**config.mk**
```make
export PLATFORM = sky130hd
export DESIGN_NAME = ttm4_prog_loader
export DESIGN_NICKNAME = d
export VERILOG_FILES = /design/src/rtl/ttm4_prog_loader.sv
export SDC_FILE = /design/constraint.sdc
export NUM_CORES = 1
export LEC_CHECK = 0
export ABC_AREA = 1
export BUFFER_PORTS_ARGS = -buffer_cell sky130_fd_sc_hd__buf_2
export CORE_UTILIZATION = 61
export DETAILED_ROUTE_END_ITERATION = 8
export PLACE_DENSITY = 0.84
export SLEW_MARGIN = 25
export SYNTH_ARGS = -nofsm -noshare
export SYNTH_HDL_FRONTEND = slang
export SYNTH_SLANG_ARGS = --single-unit
export TNS_END_PERCENT = 1
```
**constraint.sdc**
```tcl
create_clock -name CLK -period 7.35 [get_ports CLK]
set_clock_uncertainty 0.2 [all_clocks]
set_input_delay 1.47 -clock CLK [delete_from_list [all_inputs] [get_ports CLK]]
set_output_delay 1.47 -clock CLK [all_outputs]
set_load 0.01 [all_outputs]
```
**src/rtl/ttm4_prog_loader.sv**
```systemverilog
// Byte-stream program loader for the TTM4 CPU: parses framed LO/HI word pairs,
// writes them to program memory and releases CPU reset only on a good checksum.
module ttm4_prog_loader #(
  parameter logic [7:0] START_BYTE = 8'hA5,
  parameter int         ADDR_W     = 8
) (
  input  logic              CLK,
  input  logic              RST,
  input  logic [7:0]        RX_DATA,
  input  logic              RX_VALID,
  output logic              RX_READY,
  output logic              WR_EN,
  output logic [ADDR_W-1:0] WR_ADDR,
  output logic [14:0]       WR_DATA,
  output logic              CPU_RST,
  output logic              DONE,
  output logic              ERR
);

  // state   | meaning
  // IDLE    | waiting for START_BYTE, other bytes dropped
  // COUNT   | next byte is the word count N (0 = 256)
  // LO      | next byte is instr[7:0]
  // HI      | next byte is instr[14:8], bit 7 must be clear
  // WRITE   | one-cycle memory write, no byte consumed
  // CHK     | next byte is the XOR checksum
  typedef enum logic [2:0] {S_IDLE, S_COUNT, S_LO, S_HI, S_WRITE, S_CHK} state_t;

  state_t            state_q, state_d;
  logic [8:0]        cnt_q, cnt_d;
  logic [ADDR_W-1:0] addr_q, addr_d;
  logic [7:0]        lo_q, lo_d;
  logic [7:0]        ck_q, ck_d;
  logic [14:0]       wr_data_q, wr_data_d;
  logic              cpu_rst_q, cpu_rst_d;
  logic              done_q, done_d;
  logic              err_q, err_d;
  logic              rx_fire;

  assign RX_READY = !RST && (state_q != S_WRITE);
  assign rx_fire  = RX_VALID && RX_READY;

  always_comb begin
    state_d   = state_q;
    cnt_d     = cnt_q;
    addr_d    = addr_q;
    lo_d      = lo_q;
    ck_d      = ck_q;
    wr_data_d = wr_data_q;
    cpu_rst_d = cpu_rst_q;
    done_d    = done_q;
    err_d     = err_q;
    case (state_q)
      S_IDLE: begin
        if (rx_fire && (RX_DATA == START_BYTE)) begin
          state_d   = S_COUNT;
          cpu_rst_d = 1'b1;
          done_d    = 1'b0;
          err_d     = 1'b0;
          addr_d    = '0;
          ck_d      = 8'h00;
        end
      end
      S_COUNT: begin
        if (rx_fire) begin
          cnt_d   = (RX_DATA == 8'h00) ? 9'd256 : {1'b0, RX_DATA};
          ck_d    = ck_q ^ RX_DATA;
          state_d = S_LO;
        end
      end
      S_LO: begin
        if (rx_fire) begin
          lo_d    = RX_DATA;
          ck_d    = ck_q ^ RX_DATA;
          state_d = S_HI;
        end
      end
      S_HI: begin
        if (rx_fire) begin
          if (RX_DATA[7]) begin
            // Abort without writing; CPU stays held in reset
            err_d   = 1'b1;
            state_d = S_IDLE;
          end else begin
            ck_d      = ck_q ^ RX_DATA;
            wr_data_d = {RX_DATA[6:0], lo_q};
            state_d   = S_WRITE;
          end
        end
      end
      S_WRITE: begin
        addr_d  = addr_q + {{(ADDR_W-1){1'b0}}, 1'b1};
        cnt_d   = cnt_q - 9'd1;
        state_d = (cnt_q == 9'd1) ? S_CHK : S_LO;
      end
      S_CHK: begin
        if (rx_fire) begin
          if (RX_DATA == ck_q) begin
            done_d    = 1'b1;
            cpu_rst_d = 1'b0;
          end else begin
            err_d = 1'b1;
          end
          state_d = S_IDLE;
        end
      end
      default: state_d = S_IDLE;
    endcase
  end

  always_ff @(posedge CLK or posedge RST) begin
    if (RST) begin
      state_q   <= S_IDLE;
      cnt_q     <= 9'd0;
      addr_q    <= '0;
      lo_q      <= 8'h00;
      ck_q      <= 8'h00;
      wr_data_q <= 15'h0000;
      cpu_rst_q <= 1'b1;
      done_q    <= 1'b0;
      err_q     <= 1'b0;
    end else begin
      state_q   <= state_d;
      cnt_q     <= cnt_d;
      addr_q    <= addr_d;
      lo_q      <= lo_d;
      ck_q      <= ck_d;
      wr_data_q <= wr_data_d;
      cpu_rst_q <= cpu_rst_d;
      done_q    <= done_d;
      err_q     <= err_d;
    end
  end

  assign WR_EN   = (state_q == S_WRITE);
  assign WR_ADDR = addr_q;
  assign WR_DATA = wr_data_q;
  assign CPU_RST = cpu_rst_q;
  assign DONE    = done_q;
  assign ERR     = err_q;

endmodule

```
---- Word-level counts from Yosys, hierarchy flattened ----
Index checks and enable logic that the tools add are counted.
storage, ports and cells
  bits of input ports ..................... 11
  output and inout port bits .............. 28
  logic and storage cells ................. 82
  bits in registers ....................... 54
cells by class
  bitwise logic cells ..................... 2
  mux-type cells .......................... 30
  add/sub/neg operators ................... 2
  equal/unequal tests ..................... 19
  reduce and logical (&&, ||, !) cells .... 20
operators with widths
  kind                 number
  $mux 8               4
  $pmux 8 s3           1
  $mux 3               7
  $mux 9               2
  $ne 2x2->1 const B   9
  $pmux 3 s6           1
  $pmux 9 s2           1
  $pmux 8 s2           1
  $mux 1               10
  $reduce_and 5->1     2
  $eq 9x1->1 const B   1
  $sub 9x1->9 const B  1
  $add 8x1->8 const B  1
  $eq 8x8->1           1
  $eq 8x8->1 const B   1
  $logic_not 8->1      1
  $xor 8x8->8          1
  $eq 3x2->1 const B   2
  $eq 3x3->1 const B   2
  $reduce_and 2->1     3
  $reduce_and 6->1     1
  $reduce_bool 2->1    3
  $reduce_bool 3->1    2
  $pmux 1 s2           2
  other kinds (11)     13

---- Longest topological paths before layout ----
Gate-level depths: netlist (run 1).
  word-level depth ........................ 6
  mapped depth ............................ 10
  gate-level depth less buffers ........... 10

---- Least setup slack after synthesis (run 1) ----
OpenSTA, ideal clock, no wires.
  path type ............................... in2out
  start ................................... input RST
  end ..................................... output RX_READY
  path slack .............................. 2.653 ns
  data arrival time ....................... 3.027 ns
  stages .................................. 3
  buffers on the path ..................... 0
  data required time ...................... 5.680 ns
  cell sequence ........................... inv_1 -> nand2_1 -> inv_1
on the way
  word-level cells in the longest chain between the ends .. 2
ends and longest elaborated chain
  element                           RTL line  text
  start, declared                   8         input logic RST,
  $logic_not 1->1 (no source line)  --
  $logic_and 1x1->1                 40        assign RX_READY = !RST && (state_q != S_WRITE);
  end, declared                     11        output logic RX_READY,
No other way between the ends.

---- Worst setup path after layout (run 1) ----
Ends and elaborated chain as after synthesis.

==> impl_results.md, run 1 <==
- Outcome: finished clean
- PD cells: 400 nW/µm²
- Clock latency on the worst-skew pair: 0.31 ns
- Die W: 70.0 µm
- Starting Density: 0.640
- CP endpoint kind: output port
- First-pass GRT wire length: 10600 µm
- Num rows: 24
- Sequential share of the synthesized area: 0.479
- Fin crit period: 4.24 ns
- Total power: 1.26 mW
- Slew Viols, Final: 0
- Via count: 2538
- Die area: 4910 µm²
- GPL Wtd Cong: 0.960
- RSZ-0062 raised after global routing: false
- Syn Area/Cell: 7.65 µm²
- CTS tree: yes
- Startpoint types: primary input
- # DRC: 0
- Peak VDD IR: 0.000257 V
- Area delta synth->final: 11.3%
- Clk sinks: 54
- Max H-tree Level: 2
- Synth Cell Area: 2820 µm²
- CORE AREA: 4410 µm²
- Final Hold Fails: 0
- Wirelength per Cell: 13.4 µm
- Initial antenna violation count: 0
- # port buffers: 38
- Root buffer cell: clkbuf_8
- Fin Hold WS: 0.265 ns
- Least-Margin Pin Slew: 0.709 ns
- CTS max path bufs: 2
- Fin Setup TNS: 0 ns
- Worst Hold Class: register to register
- Detail Placement HPWL: 4490 µm
- # IOs: 39
- Crit Path Class: primary input to output port
- Relative slew slack: 0.527
- Largest net degree at the start of global routing: 57
- Post-CTS sizing: 0
- Antenna cells: 0
- Largest cells by area after synthesis: dfrtp_1 (47%), nand2_1 (16%), nand3_1 (6.6%), inv_1 (6.4%), o21ai_0 (3.5%)
- CTS clk-pin slew, worst paths: 0.09 ns
- Synth cell types: 33
- Drt total wl: 6180 µm
- GR Overflow Total: 0
- Worst EP arrival: 2.57 ns
- Mapped Nets: 383
- Die Ht: 70.0 µm
- Share of layout cells above drive strength 1: 0.168
- LEAKAGE: 1.73 nW
- CTS buffer count: 5
- CP max FO: 56
- Finished Core Util: 0.712
- Synth warn: 0
- Vias in the first global route: 2356
- Final Cycle Share: 0.576
- Data required, critical path: 5.68 ns
- # nets final: 423
- Post-DR vias/cell: 5.49
- Hold Buf Count CTS: 0
- Total global routing track utilization: 0.275
- Highest Clock Rate: 0.236 GHz
- Routed Antenna Nets: 0
- Seq cells post-synth: 54
- Initial DRC count: 197
- # setup viols final: 0
- Cells after synthesis: 369
- Area leader, netlist: dfrtp_1
- Post-CTS Setup Bufs: 0
- Pre-antenna DRT Iters: 5
- Number of max-cap violations: 0
- Top cell type's share of synthesized area: 0.470
[cell type report]
class | instances | area (µm²)
clock inverter | 3 | 23.8
tap | 52 | 65.1
multi-input combinational | 258 | 1240
inverter | 51 | 191
clock buffer | 5 | 68.8
timing repair buffer | 39 | 198
sequential | 54 | 1350
fill | 375 | 1270
[sequential cells by signal (all words and copies together), names as in the netlist]
name     cells
lo_q         8
DONE         1
cnt_q        9
WR_DATA     15
state_q      3
ERR          1
ck_q         8
CPU_RST      1
WR_ADDR      8
[cells in the mapped netlist]
library cell / number
a21boi_1: 1
a21oi_1: 9
a22oi_1: 1
a31oi_1: 1
buf_2: 4
buf_6: 1
clkbuf_1: 1
clkinv_1: 1
dfrtp_1: 53
dfstp_2: 1
ha_1: 3
inv_1: 48
inv_2: 2
nand2_1: 119
nand2_2: 3
nand2_4: 2
nand3_1: 37
nand3_4: 1
nand4_1: 3
nor2_1: 25
nor2_2: 3
nor2_4: 1
nor2b_1: 1
nor3_1: 1
nor4_1: 2
o211ai_1: 5
o21ai_0: 20
o21ai_1: 5
o21ai_2: 8
o22ai_1: 3
o311ai_0: 1
or2_1: 1
xor2_1: 2
[metrics by stage]
stage	instances	instance area, µm²	setup WS, ns
finish	462	3140	3.11
global route	462	3140	2.96
CTS	462	3140	3.10
detailed placement	454	3050	3.09
global placement	454	3050	3.10
floorplan	369	2820	2.65
[logic make-up (layout without fill, tap and decap cells)]
kind of cell / Yosys count / count (layout) / synth area share
simple gates: 199 / 199 / 0.306
buf+inv: 57 / 98 / 0.0802
compound gates: 54 / 54 / 0.116
flops: 54 / 54 / 0.479
fa+ha+maj: 3 / 3 / 0.0133
xor+xnor: 2 / 2 / 0.00620
[layer usage]
layer / GRT usage / up-vias / wire length (µm)
met2: 0.435 / 96 / 2950
met1: 0.366 / 1167 / 2720
met3: 0.0592 / 15 / 372
li1: - / 1260 / -
met5: 0 / - / 0
met4: 0.120 / 0 / 143
[final timing paths]
check                           start          to  slack, ns  depth (start not counted)
max                               RST    RX_READY       3.11                          6
min in group asynchronous         RST  WR_DATA[2]       1.13                          3
min                           CPU_RST     CPU_RST       0.27                          2
min reg2reg                   CPU_RST     CPU_RST       0.27                          2
max reg2reg                state_q[1]     lo_q[5]       5.32                          6
max in group asynchronous         RST  state_q[0]       5.34                          3
[cells in the final DEF, fill, tap and decap left out]
cell	netlist	layout
a21boi_1	1	1
a21oi_1	9	9
a22oi_1	1	1
a31oi_1	1	1
buf_2	4	38
buf_4	0	1
clkbuf_8	0	5
clkinv_1	1	1
clkinvlp_4	0	2
dfrtp_1	53	53
dfstp_2	1	1
ha_1	3	3
inv_1	48	47
inv_2	2	3
inv_6	0	1
nand2_1	119	119
nand2_2	3	3
nand2_4	2	2
nand3_1	37	37
nand3_4	1	1
nand4_1	3	3
nor2_1	25	25
nor2_2	3	3
nor2_4	1	1
nor2b_1	1	1
nor3_1	1	1
nor4_1	2	2
o211ai_1	5	5
o21ai_0	20	20
o21ai_1	5	5
o21ai_2	8	8
o22ai_1	3	3
o311ai_0	1	1
or2_1	1	1
xor2_1	2	2
[critical path, cell delays in order]
cell	delay [ns]
buf_2	0.10
inv_2	0.03
buf_4	0.55
nand2_1	0.17
inv_1	0.08
buf_2	0.12
[power breakdown]
part / leakage, nW / switching, mW / internal [mW]
sequential: 0.675 / 0.0892 / 0.430
combinational: 1.01 / 0.367 / 0.201
clock: 0.0408 / 0.101 / 0.0682
total: 1.73 / 0.557 / 0.700
(Power assumes the default switching activity.)
==> run 2: changes to the inputs <==
- CORE_UTILIZATION: 61 -> 52
- PLACE_DENSITY: 0.84 -> 0.76
- clock period: 7.35 -> 3.6 ns (I/O delays scaled with it)
==> impl_results.md, run 2 (synthesis gave the netlist of run 1 again) <==
- CTS max path bufs: 2 (unchanged)
- Internal reg-to-reg setup slack: 1.64 ns (was 5.32 ns)
- First-pass GRT wire length: 10000 µm (was 10600 µm)
- Pre-antenna DRT Iters: 5 (unchanged)
- Fin Setup TNS: 0 ns (unchanged)
- Num rows: 26 (was 24)
- Peak VDD IR: 0.000357 V (was 0.000257 V)
- # fillers: 489 (was 375)
- # IOs: 39 (unchanged)
- Clk sinks: 54 (unchanged)
- Startpoint types: register (was primary input)
- Final Cycle Share: 0.745
- Placed Area: 3070 µm² (was 3050 µm²)
- Post-CTS sizing: 0 (unchanged)
- Design Area, Final: 3170 µm² (was 3140 µm²)
- Least-Margin Pin Slew: 0.686 ns (was 0.709 ns)
- CP max FO: 18 (was 56)
- Most common cell after layout, fill and taps aside: nand2_1 (unchanged)
- LEAKAGE: 1.73 nW (about the same)
- Relative slew slack: 0.543 (was 0.527)
- Number of max-cap violations: 0 (unchanged)
- Setup slack after placement: 1.30 ns (was 3.09 ns)
- CP cell instances: nor2_2, nand2_4, clkinv_1, buf_2 (was buf_2, inv_2, buf_4, nand2_1, inv_1, buf_2)
- CTS tree: yes (unchanged)
- Max reg flops: 15 (unchanged)
- Wirelength per Cell: 12.6 µm (was 13.4 µm)
- Clock latency on the worst-skew pair: 0.32 ns (was 0.31 ns)
- Hold Buf Count CTS: 0 (unchanged)
- Slowest cell on the critical path: dfrtp_1 (was buf_4)
- CTS buffer count: 5 (unchanged)
- Worst Hold Class: register to register (unchanged)
- Fin crit period: 2.68 ns
- Max H-tree Level: 2 (unchanged)
- Starting Density: 0.546 (was 0.640)
- Data required, critical path: 2.68 ns (was 5.68 ns)
- Initial antenna violation count: 0 (unchanged)
- Highest Clock Rate: 0.373 GHz
- Max incr delay on CP: 0.46 ns (was 0.55 ns)
- CORE AREA: 5170 µm² (was 4410 µm²)
- Crit Path Class: register to output port (was primary input to output port)
- Die W: 75.7 µm (was 70.0 µm)
- PD cells: 810 nW/µm² (was 400 nW/µm²)
- GPL Wtd Cong: 0.890 (was 0.960)
- Routed Antenna Nets: 0 (unchanged)
- Worst EP arrival: 1.76 ns (was 2.57 ns)
- Vias in the first global route: 2162 (was 2356)
- Commonest non-fill, non-tap cells in the layout: nand2_1 (119), dfrtp_1 (53), inv_1 (47) (unchanged)
- # setup viols final: 0 (unchanged)
- Root buffer cell: clkbuf_8 (unchanged)
- Via count: 2449 (was 2538)
- Total global routing track utilization: 0.235 (was 0.275)
- Die Ht: 75.7 µm (was 70.0 µm)
- Post-CTS Setup Bufs: 0 (unchanged)
- Slew Viols, Final: 0 (unchanged)
- Min setup slack post-route: 0.918 ns (was 3.11 ns)
- Initial DRC count: 221 (was 197)
- Post-DR vias/cell: 5.10 (was 5.49)
- CP endpoint kind: output port (unchanged)
- Sequential cell area: 1350 µm² (unchanged)
- Area delta synth->final: 12.2% (was 11.3%)
- Outcome: finished clean (unchanged)
- Fin Hold WS: 0.274 ns (was 0.265 ns)
- Finished Layout Cells: 480 (was 462)
- Detail Placement HPWL: 4410 µm (was 4490 µm)
- Antenna cells: 0 (unchanged)
- # nets final: 423 (unchanged)
- Final Hold Fails: 0 (unchanged)
- Inst Count DP: 472 (was 454)
- Drt total wl: 6060 µm (was 6180 µm)
- # DRC: 0 (unchanged)
- Die area: 5730 µm² (was 4910 µm²)
- CTS clk-pin slew, worst paths: 0.10 ns (was 0.09 ns)
- Share of layout cells above drive strength 1: 0.168 (unchanged)
- Largest net degree at the start of global routing: 55 (was 57)
- # port buffers: 38 (unchanged)
- Footprint of the multi-input gates: 1240 µm² (unchanged)
- RSZ-0062 raised after global routing: false (unchanged)
- GR Overflow Total: 0 (unchanged)
## run 2: cell count changes in the layout (fill, tap and decap cells not counted)
cell,before,now
clkinvlp_4,2,1
clkinv_4,0,1
## run 2: path summary, 6_finish.rpt
path                            start    endpoint  cells after the start
max in group asynchronous         RST  WR_DATA[5]                      3
min                           CPU_RST     CPU_RST                      2
min in group asynchronous         RST  WR_ADDR[6]                      3
max                        state_q[0]       WR_EN                      4
min reg2reg                   CPU_RST     CPU_RST                      2
max reg2reg                state_q[1]     lo_q[1]                      6
## run 2: final cells by class
type | instances | share of cell area
Timing Repair Buffer | 39 | 0.0624
Tap cell | 70 | 0.0276
Sequential cell | 54 | 0.427
Multi-Input combinational cell | 258 | 0.393
Inverter | 51 | 0.0604
Clock buffer | 5 | 0.0217
Clock inverter | 3 | 0.00790
## run 2: worst max-delay path, delay by kind of cell (launching register included)
kind	cells	cell delay, ns
buf+inv	2	0.73
simple gates	2	0.24
flops	1	0.46
## run 2: per-stage QoR
stage / power (mW) / util
after floorplan: 1.89 / -
after global placement: 2.17 / 0.594
after detailed placement: 2.21 / 0.594
after CTS: 2.58 / 0.612
after global routing: 2.83 / 0.612
final: 2.57 / 0.612
## run 2: metal layers
metal  vias to the layer above  global-route usage  part of all wire
met3                         9              0.0450             0.036
met5                         -                   0                 0
met4                         0              0.0823             0.017
met1                      1134               0.345              0.50
li1                       1258                   -                 -
met2                        48               0.348              0.45
## run 2: power by group
group	internal, mW	total (mW)	switching, mW
logic	0.411	1.15	0.740
clock network	0.141	0.362	0.221
registers	0.878	1.05	0.176
total	1.43	2.57	1.14
==> run 3: changes to the inputs <==
- clock period: 3.6 -> 2.2 ns (I/O delays scaled with it)
==> impl_results.md, run 3 (synthesis gave the netlist of run 1 again) <==
- Wirelength per Cell: 12.9 µm (was 12.6 µm)
- Clock latency on the worst-skew pair: 0.32 ns (about the same)
- # IOs: 39 (unchanged)
- Final Hold Fails: 0 (unchanged)
- Die Ht: 75.7 µm (unchanged)
- Routed Antenna Nets: 0 (unchanged)
- GR Overflow Total: 0 (unchanged)
- Pre-antenna DRT Iters: 5 (unchanged)
- # setup viols final: 0 (unchanged)
- Final Cycle Share: 0.954
- Relative slew slack: 0.535 (was 0.543)
- Finished Core Util: 0.619 (was 0.612)
- CP max FO: 16 (was 18)
- Hold Buf Count CTS: 0 (unchanged)
- CORE AREA: 5170 µm² (unchanged)
- Startpoint types: register (unchanged)
- Outcome: finished clean (unchanged)
- RSZ-0062 raised after global routing: false (unchanged)
- Fin Hold WS: 0.218 ns (was 0.274 ns)
- GPL Wtd Cong: 0.913 (was 0.890)
- Data required, critical path: 1.56 ns (was 2.68 ns)
- Number of max-cap violations: 0 (unchanged)
- # port buffers: 38 (unchanged)
- Die W: 75.7 µm (unchanged)
- CP endpoint kind: output port (unchanged)
- CTS clk-pin slew, worst paths: 0.10 ns (about the same)
- Met2 routed WL: 2790 µm (was 2710 µm)
- Total global routing track utilization: 0.241 (was 0.235)
- Root buffer cell: clkbuf_8 (unchanged)
- Crit Path Class: register to output port (unchanged)
- Buf/Inv on CP: 2 (unchanged)
- Largest net degree at the start of global routing: 55 (unchanged)
- Max H-tree Level: 2 (unchanged)
- Worst reg-to-reg path cell count: 6 (unchanged)
- CP delay by family, top: flip-flops (was buffers and inverters)
- Sequential cell area: 1350 µm² (unchanged)
- Vias in the first global route: 2189 (was 2162)
- CTS tree: yes (unchanged)
- Die area: 5730 µm² (unchanged)
- Commonest non-fill, non-tap cells in the layout: nand2_1 (117), dfrtp_1 (53), inv_1 (47) (was nand2_1 (119), dfrtp_1 (53), inv_1 (47))
- RR Startpoint: state_q[1] (unchanged)
- Max reg flops: 15 (unchanged)
- Max incr delay on CP: 0.44 ns (was 0.46 ns)
- Slew Viols, Final: 0 (unchanged)
- Num rows: 26 (unchanged)
- Peak VDD IR: 0.000577 V (was 0.000357 V)
- Least-Margin Pin Slew: 0.698 ns (was 0.686 ns)
- Most common cell after layout, fill and taps aside: nand2_1 (unchanged)
- Clk sinks: 54 (unchanged)
- # nets final: 425 (was 423)
- Routed met3 length: 321 µm (was 220 µm)
- Area delta synth->final: 13.4% (was 12.2%)
- LEAKAGE: 1.73 nW (about the same)
- Initial DRC count: 161 (was 221)
- Top Metal Used: met4 (unchanged)
- CTS max path bufs: 2 (unchanged)
- CTS buffer count: 5 (unchanged)
- # fillers: 449 (was 489)
- Initial antenna violation count: 0 (unchanged)
- Met1 wire length: 3000 µm (was 3030 µm)
- Finished Layout Cells: 482 (was 480)
- First-pass GRT wire length: 10300 µm (was 10000 µm)
- Worst Hold Class: primary input to async pin (was register to register)
- Antenna cells: 0 (unchanged)
- Inst Count DP: 474 (was 472)
- Drt total wl: 6200 µm (was 6060 µm)
- # DRC: 0 (unchanged)
- Via count: 2487 (was 2449)
- Worst EP arrival: 1.46 ns (was 1.76 ns)
- Post-DR vias/cell: 5.16 (was 5.10)
- Highest Clock Rate: 0.477 GHz
- PD cells: 1320 nW/µm² (was 810 nW/µm²)
- FF-to-FF End: lo_q[3] (was lo_q[1])
- Internal reg-to-reg setup slack: 0.16 ns (was 1.64 ns)
- Fin crit period: 2.10 ns
- Share of layout cells above drive strength 1: 0.182 (was 0.168)
- Starting Density: 0.546 (unchanged)
- Footprint of the multi-input gates: 1260 µm² (was 1240 µm²)
- Slowest cell on the critical path: dfrtp_1 (unchanged)
- Detail Placement HPWL: 4530 µm (was 4410 µm)
- CP cell instances: nor2_2, nand2_4, clkinvlp_4, buf_2 (was nor2_2, nand2_4, clkinv_1, buf_2)
- WP depth: 4 (unchanged)
==> run 3: repair_timing <==
action | in CTS | in global routing
gates resized for setup | 0 | 2
buffers inserted | 0 | 0
endpoints found under the hold margin | 0 | 0
setup endpoints to repair | 0 | 2
==> run 3: how the worst max path moves through the flow <==
stage | from | end | slack, ns
floorplan | RST | lo_q[7] | -0.13
global placement | RX_DATA[7] | ck_q[5] | 0.23
detailed placement | RX_DATA[7] | ck_q[3] | 0.21
CTS | state_q[0] | WR_EN | 0.07
global route | state_q[0] | WR_EN | 0.009
finish | state_q[1] | WR_EN | 0.10
==> run 3: through the flow <==
stage	total power, mW	area, µm²	setup slack (ns)	setup TNS, ns
6_report	4.24	3200	0.102	0
5_1_grt	4.66	3200	0.00867	0
4_1_cts	4.23	3190	0.0669	0
3_5_place_dp	3.65	3100	0.210	0
3_3_place_gp	3.58	3100	0.235	0
2_1_floorplan	3.11	2850	-0.126	-4.35
==> run 3: layout make-up <==
cell class | count | area share
clock buffer | 5 | 0.0215
sequential | 54 | 0.422
inverter | 51 | 0.0621
multi-input combinational | 258 | 0.393
tap | 70 | 0.0273
timing repair buffer | 41 | 0.0664
clock inverter | 3 | 0.00742
==> run 3: worst register-to-register path: stages, from the launching register on <==
cell	delay, ns
dfrtp_1	0.44
nor2_2	0.19
nand2_4	0.16
nand3_4	0.13
or2_1	0.57
nand2_1	0.17
o21ai_2	0.10
==> run 3: power by group <==
part	leakage (nW)	total (mW)	switching (mW)	internal, mW
clock network	0.0408	0.584	0.356	0.228
registers	0.675	1.73	0.296	1.44
logic	1.02	1.92	1.23	0.691
==> run 3: per-layer routing <==
metal  vias to the layer above  global-route usage
li1                       1261                   -
met3                        10              0.0450
met2                        63               0.372
met4                         0              0.0700
met5                         -                   0
met1                      1153               0.348
